### src/rtl/boot_pkg.sv
// Boot download protocol constants shared by the host-side loader
// and the target-side boot block.
package boot_pkg;

    typedef enum logic [2:0] {
        ST_IDLE,
        ST_MODE,
        ST_FETCH,
        ST_SEND,
        ST_STAT,
        ST_TERM,
        ST_FIN,
        ST_ERR
    } boot_state_e;

    localparam logic [7:0]  MODE_WR_BYTE = 8'h02;
    localparam logic [7:0]  MODE_RD_BYTE = 8'h03;
    localparam logic [31:0] END_MARKER   = 32'hFFFF_FFFF;
    localparam logic [7:0]  DUMMY_BYTE   = 8'h00;
    localparam logic [7:0]  TERM_BYTE    = 8'hFF;

    function automatic logic [7:0] word_byte(
        input logic [31:0] w,
        input logic [1:0]  idx
    );
        return w[{idx, 3'b000} +: 8];
    endfunction

endpackage

### src/rtl/spi_byte_xfer.sv
// One SPI byte exchange: hold the request until ack, then enforce
// an idle gap so the target can service its byte interrupt.
module spi_byte_xfer #(
    parameter int GAP_CYC = 16
) (
    input  logic       clk,
    input  logic       rst,
    input  logic       go,
    input  logic [7:0] tx,
    output logic       ready,
    output logic [7:0] rx,
    output logic       ack,
    output logic       o_spi_req,
    output logic [7:0] o_spi_tx,
    input  logic       i_spi_ack,
    input  logic [7:0] i_spi_rx
);

    localparam int CW = $clog2(GAP_CYC + 2);

    logic [CW-1:0] gap_cnt;

    assign ack   = o_spi_req & i_spi_ack;
    assign ready = !o_spi_req && (gap_cnt == '0);
    assign rx    = i_spi_rx;

    always_ff @(posedge clk or posedge rst) begin
        if (rst) begin
            o_spi_req <= 1'b0;
            o_spi_tx  <= 8'h00;
            gap_cnt   <= '0;
        end else if (ack) begin
            o_spi_req <= 1'b0;
            gap_cnt   <= CW'(GAP_CYC);
        end else if (go && ready) begin
            o_spi_req <= 1'b1;
            o_spi_tx  <= tx;
        end else if (gap_cnt != '0) begin
            gap_cnt <= gap_cnt - 1'b1;
        end
    end

endmodule

### src/rtl/boot_loader_tx.sv
// Host-side boot loader: streams program words from a source memory
// to the target over SPI, checking the per-word status echo.
module boot_loader_tx
    import boot_pkg::*;
#(
    parameter int          GAP_CYC  = 16,
    parameter logic [7:0]  MODE_WR  = MODE_WR_BYTE,
    parameter logic [31:0] BASE_ADR = 32'h0
) (
    input  logic        clk,
    input  logic        rst,
    input  logic        start,
    input  logic [15:0] n_words,
    output logic        busy,
    output logic        done,
    output logic        err,
    output logic        o_mem_cyc,
    output logic [31:0] o_mem_adr,
    input  logic [31:0] i_mem_dat,
    input  logic        i_mem_ack,
    output logic        o_spi_req,
    output logic [7:0]  o_spi_tx,
    input  logic        i_spi_ack,
    input  logic [7:0]  i_spi_rx
);

    boot_state_e state, state_nx;

    logic [15:0] wi, nw;
    logic [31:0] word;
    logic [1:0]  bc;
    logic        go, ready, x_ack;
    logic [7:0]  tx, rx;
    logic        mem_ack, last_byte, stat_ok, word_bad;

    assign mem_ack   = o_mem_cyc & i_mem_ack;
    assign last_byte = (bc == 2'd3);
    assign stat_ok   = (rx == wi[7:0]);
    assign word_bad  = (i_mem_dat == END_MARKER);

    spi_byte_xfer #(
        .GAP_CYC (GAP_CYC)
    ) u_xfer (
        .clk       (clk),
        .rst       (rst),
        .go        (go),
        .tx        (tx),
        .ready     (ready),
        .rx        (rx),
        .ack       (x_ack),
        .o_spi_req (o_spi_req),
        .o_spi_tx  (o_spi_tx),
        .i_spi_ack (i_spi_ack),
        .i_spi_rx  (i_spi_rx)
    );

    always_ff @(posedge clk or posedge rst) begin
        if (rst) state <= ST_IDLE;
        else     state <= state_nx;
    end

    always_comb begin
        state_nx = state;
        unique case (state)
            ST_IDLE:  if (start) state_nx = ST_MODE;
            ST_MODE:  if (x_ack) state_nx = ST_FETCH;
            ST_FETCH: begin
                if (wi == nw)     state_nx = ST_TERM;
                else if (mem_ack) state_nx = word_bad ? ST_ERR : ST_SEND;
            end
            ST_SEND:  if (x_ack && last_byte) state_nx = ST_STAT;
            ST_STAT:  if (x_ack) state_nx = stat_ok ? ST_FETCH : ST_ERR;
            ST_TERM:  if (x_ack && last_byte) state_nx = ST_FIN;
            ST_FIN:   state_nx = ST_IDLE;
            ST_ERR:   state_nx = ST_IDLE;
        endcase
    end

    always_comb begin
        busy      = 1'b0;
        done      = 1'b0;
        o_mem_cyc = 1'b0;
        o_mem_adr = 32'h0;
        go        = 1'b0;
        tx        = DUMMY_BYTE;
        unique case (state)
            ST_IDLE: ;
            ST_MODE: begin
                busy = 1'b1;
                go   = ready;
                tx   = MODE_WR;
            end
            ST_FETCH: begin
                busy      = 1'b1;
                o_mem_cyc = (wi != nw);
                o_mem_adr = BASE_ADR + {14'b0, wi, 2'b00};
            end
            ST_SEND: begin
                busy = 1'b1;
                go   = ready;
                tx   = word_byte(word, bc);
            end
            ST_STAT: begin
                busy = 1'b1;
                go   = ready;
            end
            ST_TERM: begin
                busy = 1'b1;
                go   = ready;
                tx   = TERM_BYTE;
            end
            ST_FIN: done = 1'b1;
            ST_ERR: ;
        endcase
    end

    // Datapath: word index, latched count, fetched word, byte counter
    always_ff @(posedge clk or posedge rst) begin
        if (rst) begin
            wi   <= 16'h0;
            nw   <= 16'h0;
            word <= 32'h0;
            bc   <= 2'd0;
            err  <= 1'b0;
        end else begin
            if (state == ST_IDLE && start) begin
                nw  <= n_words;
                wi  <= 16'h0;
                bc  <= 2'd0;
                err <= 1'b0;
            end
            if (mem_ack) word <= i_mem_dat;
            if (x_ack && (state == ST_SEND || state == ST_TERM))
                bc <= bc + 2'd1;
            if (x_ack && state == ST_STAT && stat_ok)
                wi <= wi + 16'd1;
            if (state_nx == ST_ERR) err <= 1'b1;
        end
    end

endmodule

### config.mk
export PLATFORM = sky130hd
export DESIGN_NAME = boot_loader_tx
export DESIGN_NICKNAME = d
export VERILOG_FILES = /design/src/rtl/boot_pkg.sv /design/src/rtl/spi_byte_xfer.sv /design/src/rtl/boot_loader_tx.sv
export SDC_FILE = /design/constraint.sdc
export NUM_CORES = 1
export LEC_CHECK = 0
export BUFFER_PORTS_ARGS = -buffer_cell sky130_fd_sc_hd__buf_2
export CAP_MARGIN = 20
export CELL_PAD_IN_SITES_DETAIL_PLACEMENT = 0
export CELL_PAD_IN_SITES_GLOBAL_PLACEMENT = 1
export CORE_MARGIN = 10
export CORE_UTILIZATION = 40
export DETAILED_ROUTE_END_ITERATION = 8
export GPL_TIMING_DRIVEN = 0
export PLACE_DENSITY_LB_ADDON = 0.12
export SYNTH_ARGS = -nofsm -noshare
export SYNTH_HDL_FRONTEND = slang
export SYNTH_SLANG_ARGS = --single-unit
export TNS_END_PERCENT = 1
### constraint.sdc
create_clock -name clk -period 5 [get_ports clk]
set_input_delay 0.25 -clock clk [delete_from_list [all_inputs] [get_ports clk]]
set_output_delay 0.25 -clock clk [all_outputs]
set_load 0.02 [all_outputs]
==> results of run 1 <==
## worst max-delay path by stage
stage | from | end | cells after the start
after floorplan | rst | bc[0] | 1
after global placement | rst | u_xfer.gap_cnt[4] | 2
after detailed placement | wi[5] | word[31] | 8
after CTS | wi[5] | word[3] | 8
after global routing | wi[2] | word[26] | 8
final | wi[5] | word[11] | 8
## sequential cells by signal, indices dropped and copies added, names as in the netlist
register and flops:
err 1, nw 16, bc 2, wi 16, word 32, u_xfer.gap_cnt 5
u_xfer.o_spi_req 1, u_xfer.o_spi_tx 8, state 3
## cells in the final DEF (no fill, tap or decap), types with 2 or more instances in the layout
cell / Yosys / routed
nand3b_1: 2 / 2
mux2_2: 50 / 50
a221o_1: 7 / 7
and2_1: 4 / 4
buf_4: 19 / 19
conb_1: 1 / 16
buf_2: 0 / 89
nor2_1: 11 / 11
nand2_1: 32 / 32
a21oi_1: 14 / 14
and3_1: 25 / 25
and4_1: 2 / 2
clkbuf_16: 0 / 9
o21ai_0: 9 / 9
xor2_1: 2 / 2
buf_6: 2 / 2
inv_1: 6 / 5
nand2b_1: 2 / 2
clkbuf_1: 21 / 22
nand4_1: 19 / 19
nor4_1: 2 / 2
dfrtp_1: 84 / 84
buf_1: 2 / 2
mux4_2: 8 / 8
a22oi_1: 2 / 2
ha_1: 4 / 4
a22o_1: 6 / 6
mux2i_1: 14 / 14
xnor2_1: 25 / 25
o211ai_1: 2 / 2
inv_6: 0 / 3
clkinv_4: 0 / 2
nand3_1: 9 / 9
nor3_1: 3 / 3
## cells by family (layout without fill, tap and decap cells)
logic type | count (synthesis) | count (layout) | synth area share [%]
adders and majority gates | 4 | 4 | 1.10
and+or+nand+nor | 119 | 119 | 14.7
other | 1 | 16 | 0.0825
buffers and inverters | 50 | 157 | 6.03
muxes | 72 | 72 | 19.4
AOI/OAI and AO/OA | 47 | 47 | 7.22
DFF | 84 | 84 | 46.3
xor gates and xnor gates | 27 | 27 | 5.21
## routing by layer
layer	vias up	wire length [um]	track usage [%]
met5	-	0	0
met1	1698	5910	21.1
li1	1681	-	-
met4	0	125	3.88
met3	10	786	4.37
met2	107	5170	21.1
## critical path, delay by kind of cell, from the launching register on
kind	cells	cell delay, ps
multiplexers	1	360
buffers and inverters	2	580
AND/OR/NAND/NOR	4	1480
XOR/XNOR	1	170
flip-flops	1	320
## final cells by class
cell class / count / area [um2]
Tap cell: 140 / 175
Clock inverter: 6 / 55.1
Multi-Input combinational cell: 285 / 2220
Buffer: 44 / 251
Timing Repair Buffer: 91 / 483
Inverter: 6 / 25.0
Fill cell: 1022 / 5440
Sequential cell: 84 / 2100
Clock buffer: 10 / 229
## per-stage QoR
step | power, mW | setup WS [ps] | cells
final | 2.18 | 1960 | 666
after global routing | 2.32 | 1740 | 666
after CTS | 2.21 | 1960 | 666
after detailed placement | 1.55 | 1980 | 649
after global placement | 1.54 | 1440 | 648
after floorplan | 1.34 | 2580 | 419
## power breakdown
group | leakage, nW | switching (mW) | total (mW) | internal (mW)
registers | 1.13 | 0.0873 | 0.870 | 0.783
logic | 1.58 | 0.376 | 0.663 | 0.287
clock network | 0.140 | 0.300 | 0.647 | 0.348
total | 2.85 | 0.763 | 2.18 | 1.42
==> flow_metrics.py, run 1 <==
metrics = {
    "status": {
        "result_of_the_run": "finished, final reports clean",
    },
    "drt": {
        "firstDrtPassIters": 4,
        "wl_per_cell_um": 18.0,
        "route.detailed.vias_per_inst": 5.25,
        "detail-route-antenna-nets": 0,
        "detail_route.wirelength_um": 12000,
        "via_count": 3496,
        "remaining_drc_errors": 0,
        "drt-initial-drc-count": 263,
    },
    "global_route": {
        "grt_use_total_pct": 14.7,
        "number_of_antenna_violations_at_the_first_check_in_global_routing": 0,
        "wire_length_of_the_first_global_routing_pass_um": 19300,
        "first_global_vias": 3556,
        "grt-ovfl-total": 0,
        "grt_start_max_net_pins": 47,
    },
    "critical_path": {
        "kind_of_launch_point_of_the_worst_setup_path": "flop",
        "critical_path_class": "flop to flop",
        "r2r_end": "word[11]",
        "end_kind": "flop",
        "worst_r2r_path_depth": 8,
        "critical_path_peak_fanout": 10,
        "worst-endpoint-arrival_ps": 3250,
        "critical-path-slowest-cell": "nor4_1",
        "required_ps": 5220,
        "critical_path.max_stage_delay_ps": 790,
        "critical_path.cell_chain": "clkbuf_1 > xnor2_1 > nand4_1 > nor4_1 > nor2b_1 > nand2_1 > buf_4 > mux2_2",
        "r2r_slack_ps": 1960,
        "r2r_start": "wi[5]",
    },
    "timing": {
        "worst_pin_slew_ps": 880,
        "final_min_period_over_clock_period_pct": 60.7,
        "max_slew_margin_pct": 40.8,
        "timing_max_transition_violations_final": 0,
        "rsz_0062_raised_after_global_routing": "false",
        "fin_worst_hold_slack_ps": 117,
        "final.min_clock_period_ps": 3040,
        "skew_ps": 8.12,
        "timing_hold_violations_final": 0,
        "setup_violations": 0,
        "max_freq_ghz": 0.329,
        "setup-tns-final_ps": 0,
    },
    "clock_network": {
        "postCtsHoldBufs": 1,
        "insertion_delay_ps": 340,
        "clkSlewWorstSetupHoldPaths_ps": 70,
        "cts_post_setup_buffers_inserted": 0,
        "numCtsBuffers": 9,
        "clk_root_buffer_cell": "clkbuf_16",
        "cts-htree-levels": 3,
        "postCtsResizedCells": 0,
        "tritoncts_num_sinks": 84,
        "ctsLongestPathBuffers": 2,
        "cts_tree": "yes",
    },
    "logic_synthesis": {
        "fraction_of_synthesis_flops_using_an_asynchronous_set_or_reset_pin_pct": 100,
        "synth.yosys.seq_area_share_pct": 46.3,
        "netlist_area_um2": 4540,
        "synth-edff-count": 0,
        "synth_flop_cell": "dfrtp_1",
        "yosysTopAreaCellShare_pct": 46.3,
        "yosys.cell_types.count": 45,
        "post_synth_main_area_contributors": "dfrtp_1 (46%), mux2_2 (12%), xnor2_1 (4.8%), mux4_2 (4.0%), and3_1 (3.4%)",
        "postSynthRegisterBits": 84,
        "synth_top_cell_by_area": "dfrtp_1",
        "list_of_most_frequent_post_synthesis_cells": "dfrtp_1 (84), mux2_2 (50), nand2_1 (32), and3_1 (25), xnor2_1 (25)",
        "synth_warnings": 0,
        "library_cell_with_the_highest_instance_count_after_synthesis": "dfrtp_1",
        "syn_avg_cell_area_um2": 11.2,
        "post_synth_inst_count": 404,
    },
    "die": {
        "die_width_um": 127,
        "initial_core_util_pct": 41.4,
        "core_um2": 11000,
        "placement_rows": 38,
        "die_y_um": 127,
        "ios": 106,
        "design.die.area_um2": 16000,
    },
    "final_layout": {
        "layout.nets": 586,
        "drive_gt1_share_pct": 36.1,
        "finalCoreUtilization_pct": 50.5,
        "antenna_cells_inserted": 0,
        "syn2layout_area_growth_pct": 22.0,
        "finish.instance_area_um2": 5540,
    },
    "pwr": {
        "leakagePower_nw": 2.85,
        "power.density_cell_area_nw_per_um2": 393,
        "peakVddDrop_v": 0.000202,
    },
    "job": {
        "max_cap_viol": 0,
    },
    "placed_design": {
        "port-buffer-count": 89,
        "postPlaceCellArea_um2": 5250,
        "place_congestion": 0.831,
        "post_dp_hpwl_um": 9250,
    },
    "worst_hold_path": {
        "hold_removal_path_class": "input port to flop",
        "worst_hold_startpoint": "i_spi_ack",
        "hold_path_end": "u_xfer.o_spi_req",
        "worst_hold_path.num_cells": 2,
    },
}
Power figures use the tool's default switching activity.
==> run 2: changes to the inputs <==
- ABC_AREA: default -> 1
- CORE_UTILIZATION: 40 -> 39
- clock period: 5 -> 2.9 ns (I/O delays scaled with it)
==> run 2 against run 1 <==
Net effect: wire length up 13%; largest cell class unchanged; synthesized cell count increased by 57%; power grew 110%; register-to-register slack worse by 1000 ps; critical path type is now flop to output pin; hold slack got worse by 110 ps; sequential share of layout area shrank 1.4 points.
==> flow_metrics.py, run 2 <==
metrics = {
    "global_route": {
        "wire_length_of_the_first_global_routing_pass_um": 22300,
        "grt-ovfl-total": 0,
        "grt_use_total_pct": 16.6,
        "number_of_antenna_violations_at_the_first_check_in_global_routing": 0,
        "first_global_vias": 4505,
        "grt_start_max_net_pins": 59,
    },
    "clock_network": {
        "postCtsResizedCells": 0,
        "cts-htree-levels": 3,
        "numCtsBuffers": 9,
        "insertion_delay_ps": 340,
        "clkSlewWorstSetupHoldPaths_ps": 60,
        "cts_tree": "yes",
        "tritoncts_num_sinks": 84,
        "ctsLongestPathBuffers": 2,
        "clk_root_buffer_cell": "clkbuf_16",
        "cts_post_setup_buffers_inserted": 0,
    },
    "drt": {
        "detail_route.wirelength_um": 13500,
        "detail-route-antenna-nets": 0,
        "firstDrtPassIters": 5,
        "via_count": 4411,
        "wl_per_cell_um": 14.9,
        "route.detailed.vias_per_inst": 4.86,
        "remaining_drc_errors": 0,
        "drt-initial-drc-count": 285,
    },
    "timing": {
        "setup_violations": 0,
        "fin_worst_hold_slack_ps": 6.73,
        "final_min_period_over_clock_period_pct": 86.9,
        "timing_max_transition_violations_final": 0,
        "skew_ps": 8.03,
        "setup_ws_ps": 380,
        "max_slew_margin_pct": 52.6,
        "setup-tns-final_ps": 0,
        "timing_hold_violations_final": 0,
        "rsz_0062_raised_after_global_routing": "false",
        "final.min_clock_period_ps": 2520,
        "worst_pin_slew_ps": 712,
        "max_freq_ghz": 0.397,
    },
    "die": {
        "placement_rows": 40,
        "design.die.area_um2": 16900,
        "die_width_um": 130,
        "die_y_um": 130,
        "core_um2": 11900,
        "ios": 106,
        "initial_core_util_pct": 39.5,
    },
    "logic_synthesis": {
        "synth.yosys.seq_area_share_pct": 44.7,
        "yosys.cell_types.count": 34,
        "fraction_of_synthesis_flops_using_an_asynchronous_set_or_reset_pin_pct": 100,
        "list_of_most_frequent_post_synthesis_cells": "nand2_1 (175), dfrtp_1 (84), o21ai_0 (77), inv_1 (73), nor2_1 (49)",
        "library_cell_with_the_highest_instance_count_after_synthesis": "nand2_1",
        "post_synth_inst_count": 636,
        "yosysTopAreaCellShare_pct": 44.7,
        "post_synth_main_area_contributors": "dfrtp_1 (45%), nand2_1 (14%), o21ai_0 (8.2%), inv_1 (5.8%), a21oi_1 (4.5%)",
        "synth_warnings": 0,
        "syn_avg_cell_area_um2": 7.40,
        "netlist_area_um2": 4700,
        "synth_top_cell_by_area": "dfrtp_1",
        "synth-edff-count": 0,
        "synth_flop_cell": "dfrtp_1",
        "postSynthRegisterBits": 84,
    },
    "placed_design": {
        "placed_instances": 888,
        "place_ws_ps": 747,
        "port-buffer-count": 89,
        "postPlaceCellArea_um2": 5420,
        "place_congestion": 0.845,
        "post_dp_hpwl_um": 10500,
    },
    "worst_hold_path": {
        "worst_hold_path.num_cells": 3,
        "worst_hold_startpoint": "n_words[13]",
        "hold_path_end": "nw[13]",
        "hold_removal_path_class": "input port to flop",
    },
    "final_layout": {
        "layout_commonest_cell": "nand2_1",
        "final-instance-count-excl-fill": 908,
        "layout.cells.most_common_list": "nand2_1 (175), buf_2 (90), dfrtp_1 (84), o21ai_0 (77), inv_1 (72)",
        "finish.instance_area_um2": 5760,
        "reg.largest.list": "word x32, nw x16, wi x16",
        "max_ffs_per_register": 32,
        "syn2layout_area_growth_pct": 22.4,
        "layout.nets": 822,
        "top_register": "word",
        "antenna_cells_inserted": 0,
        "drive_gt1_share_pct": 19.7,
    },
    "pwr": {
        "peakVddDrop_v": 0.000302,
        "power.density_cell_area_nw_per_um2": 791,
        "leakagePower_nw": 2.98,
    },
    "job": {
        "max_cap_viol": 0,
    },
    "critical_path": {
        "critical_path_peak_fanout": 10,
        "r2r_start": "wi[8]",
        "kind_of_launch_point_of_the_worst_setup_path": "flop",
        "worst_r2r_path_depth": 11,
        "required_ps": 2760,
        "end_kind": "output pin",
        "crit_path_start": "state[2]",
        "worst-endpoint-arrival_ps": 2370,
        "r2r_end": "word[4]",
        "r2r_slack_ps": 960,
        "critical_path_class": "flop to output pin",
    },
    "status": {
        "result_of_the_run": "finished, final reports clean",
    },
}
[run 2: cell count changes in the layout (fill, tap and decap cells not counted), sizes merged, moves of 28 or more]
cell | previous run | this run
a21oi | 14 | 42
inv | 10 | 80
mux2 | 50 | 0
nand2 | 32 | 177
nor2 | 11 | 53
o21ai | 9 | 81
[run 2: logic make-up (layout without fill, tap and decap cells)]
group | count (synthesis) | count (layout) | synth area share (%)
and+or+nand+nor | 288 | 288 | 26.2
AOI/OAI and AO/OA | 133 | 133 | 15.0
buffers and inverters | 119 | 229 | 11.7
DFF | 84 | 84 | 44.7
xor gates and xnor gates | 7 | 7 | 1.30
adders and majority gates | 4 | 4 | 1.06
other | 1 | 16 | 0.0797
[run 2: critical path, stage by stage, from the launching register on]
cell and delay (ps):
dfrtp_1 420, nor2_1 180, inv_1 70, nor2_2 260, clkinv_1 330, clkbuf_1 400
nor2_1 190, buf_2 190
[run 2: timing repair]
action,4_1_cts,5_1_grt
hold buffers,5,0
endpoints found under the setup margin,0,0
endpoints found under the hold margin,30,0
[run 2: routing by layer]
| metal | up-vias | global-route usage [%] | part of all wire (%) |
|---|---|---|---|
| li1 | 2248 | - | - |
| met1 | 2031 | 22.9 | 49 |
| met2 | 111 | 24.8 | 43 |
| met3 | 21 | 3.49 | 5.7 |
| met4 | 0 | 6.61 | 2.0 |
| met5 | - | 0 | 0 |
[run 2: final cells by class]
class | instances | area [um2]
sequential | 84 | 2100
timing repair buffer | 95 | 523
tap | 147 | 184
clock inverter | 1 | 5.00
multi-input combinational | 448 | 2110
buffer | 37 | 243
fill | 1261 | 6150
inverter | 82 | 310
clock buffer | 14 | 284
[run 2: worst max path at each step]
stage / endpoint / slack, ps / depth (start not counted)
finish: o_mem_adr[13] / 380 / 7
detailed placement: o_mem_adr[10] / 750 / 7
CTS: o_mem_adr[16] / 370 / 7
global placement: u_xfer.o_spi_tx[7] / -610 / 2
global route: o_mem_adr[16] / 130 / 7
floorplan: bc[0] / 590 / 1
[run 2: report_power, final]
part / switching [mW] / internal (mW) / total (mW) / leakage (nW)
registers: 0.221 / 1.59 / 1.81 / 1.08
clock network: 0.456 / 0.669 / 1.12 / 0.145
logic: 1.07 / 0.553 / 1.62 / 1.76
total: 1.74 / 2.81 / 4.55 / 2.98
[run 2: stage by stage]
stage	util, %	total power, mW
final	48.4	4.55
after floorplan	-	2.94
after global placement	45.3	3.40
after global routing	48.4	4.95
after CTS	48.4	4.59
after detailed placement	45.5	3.45
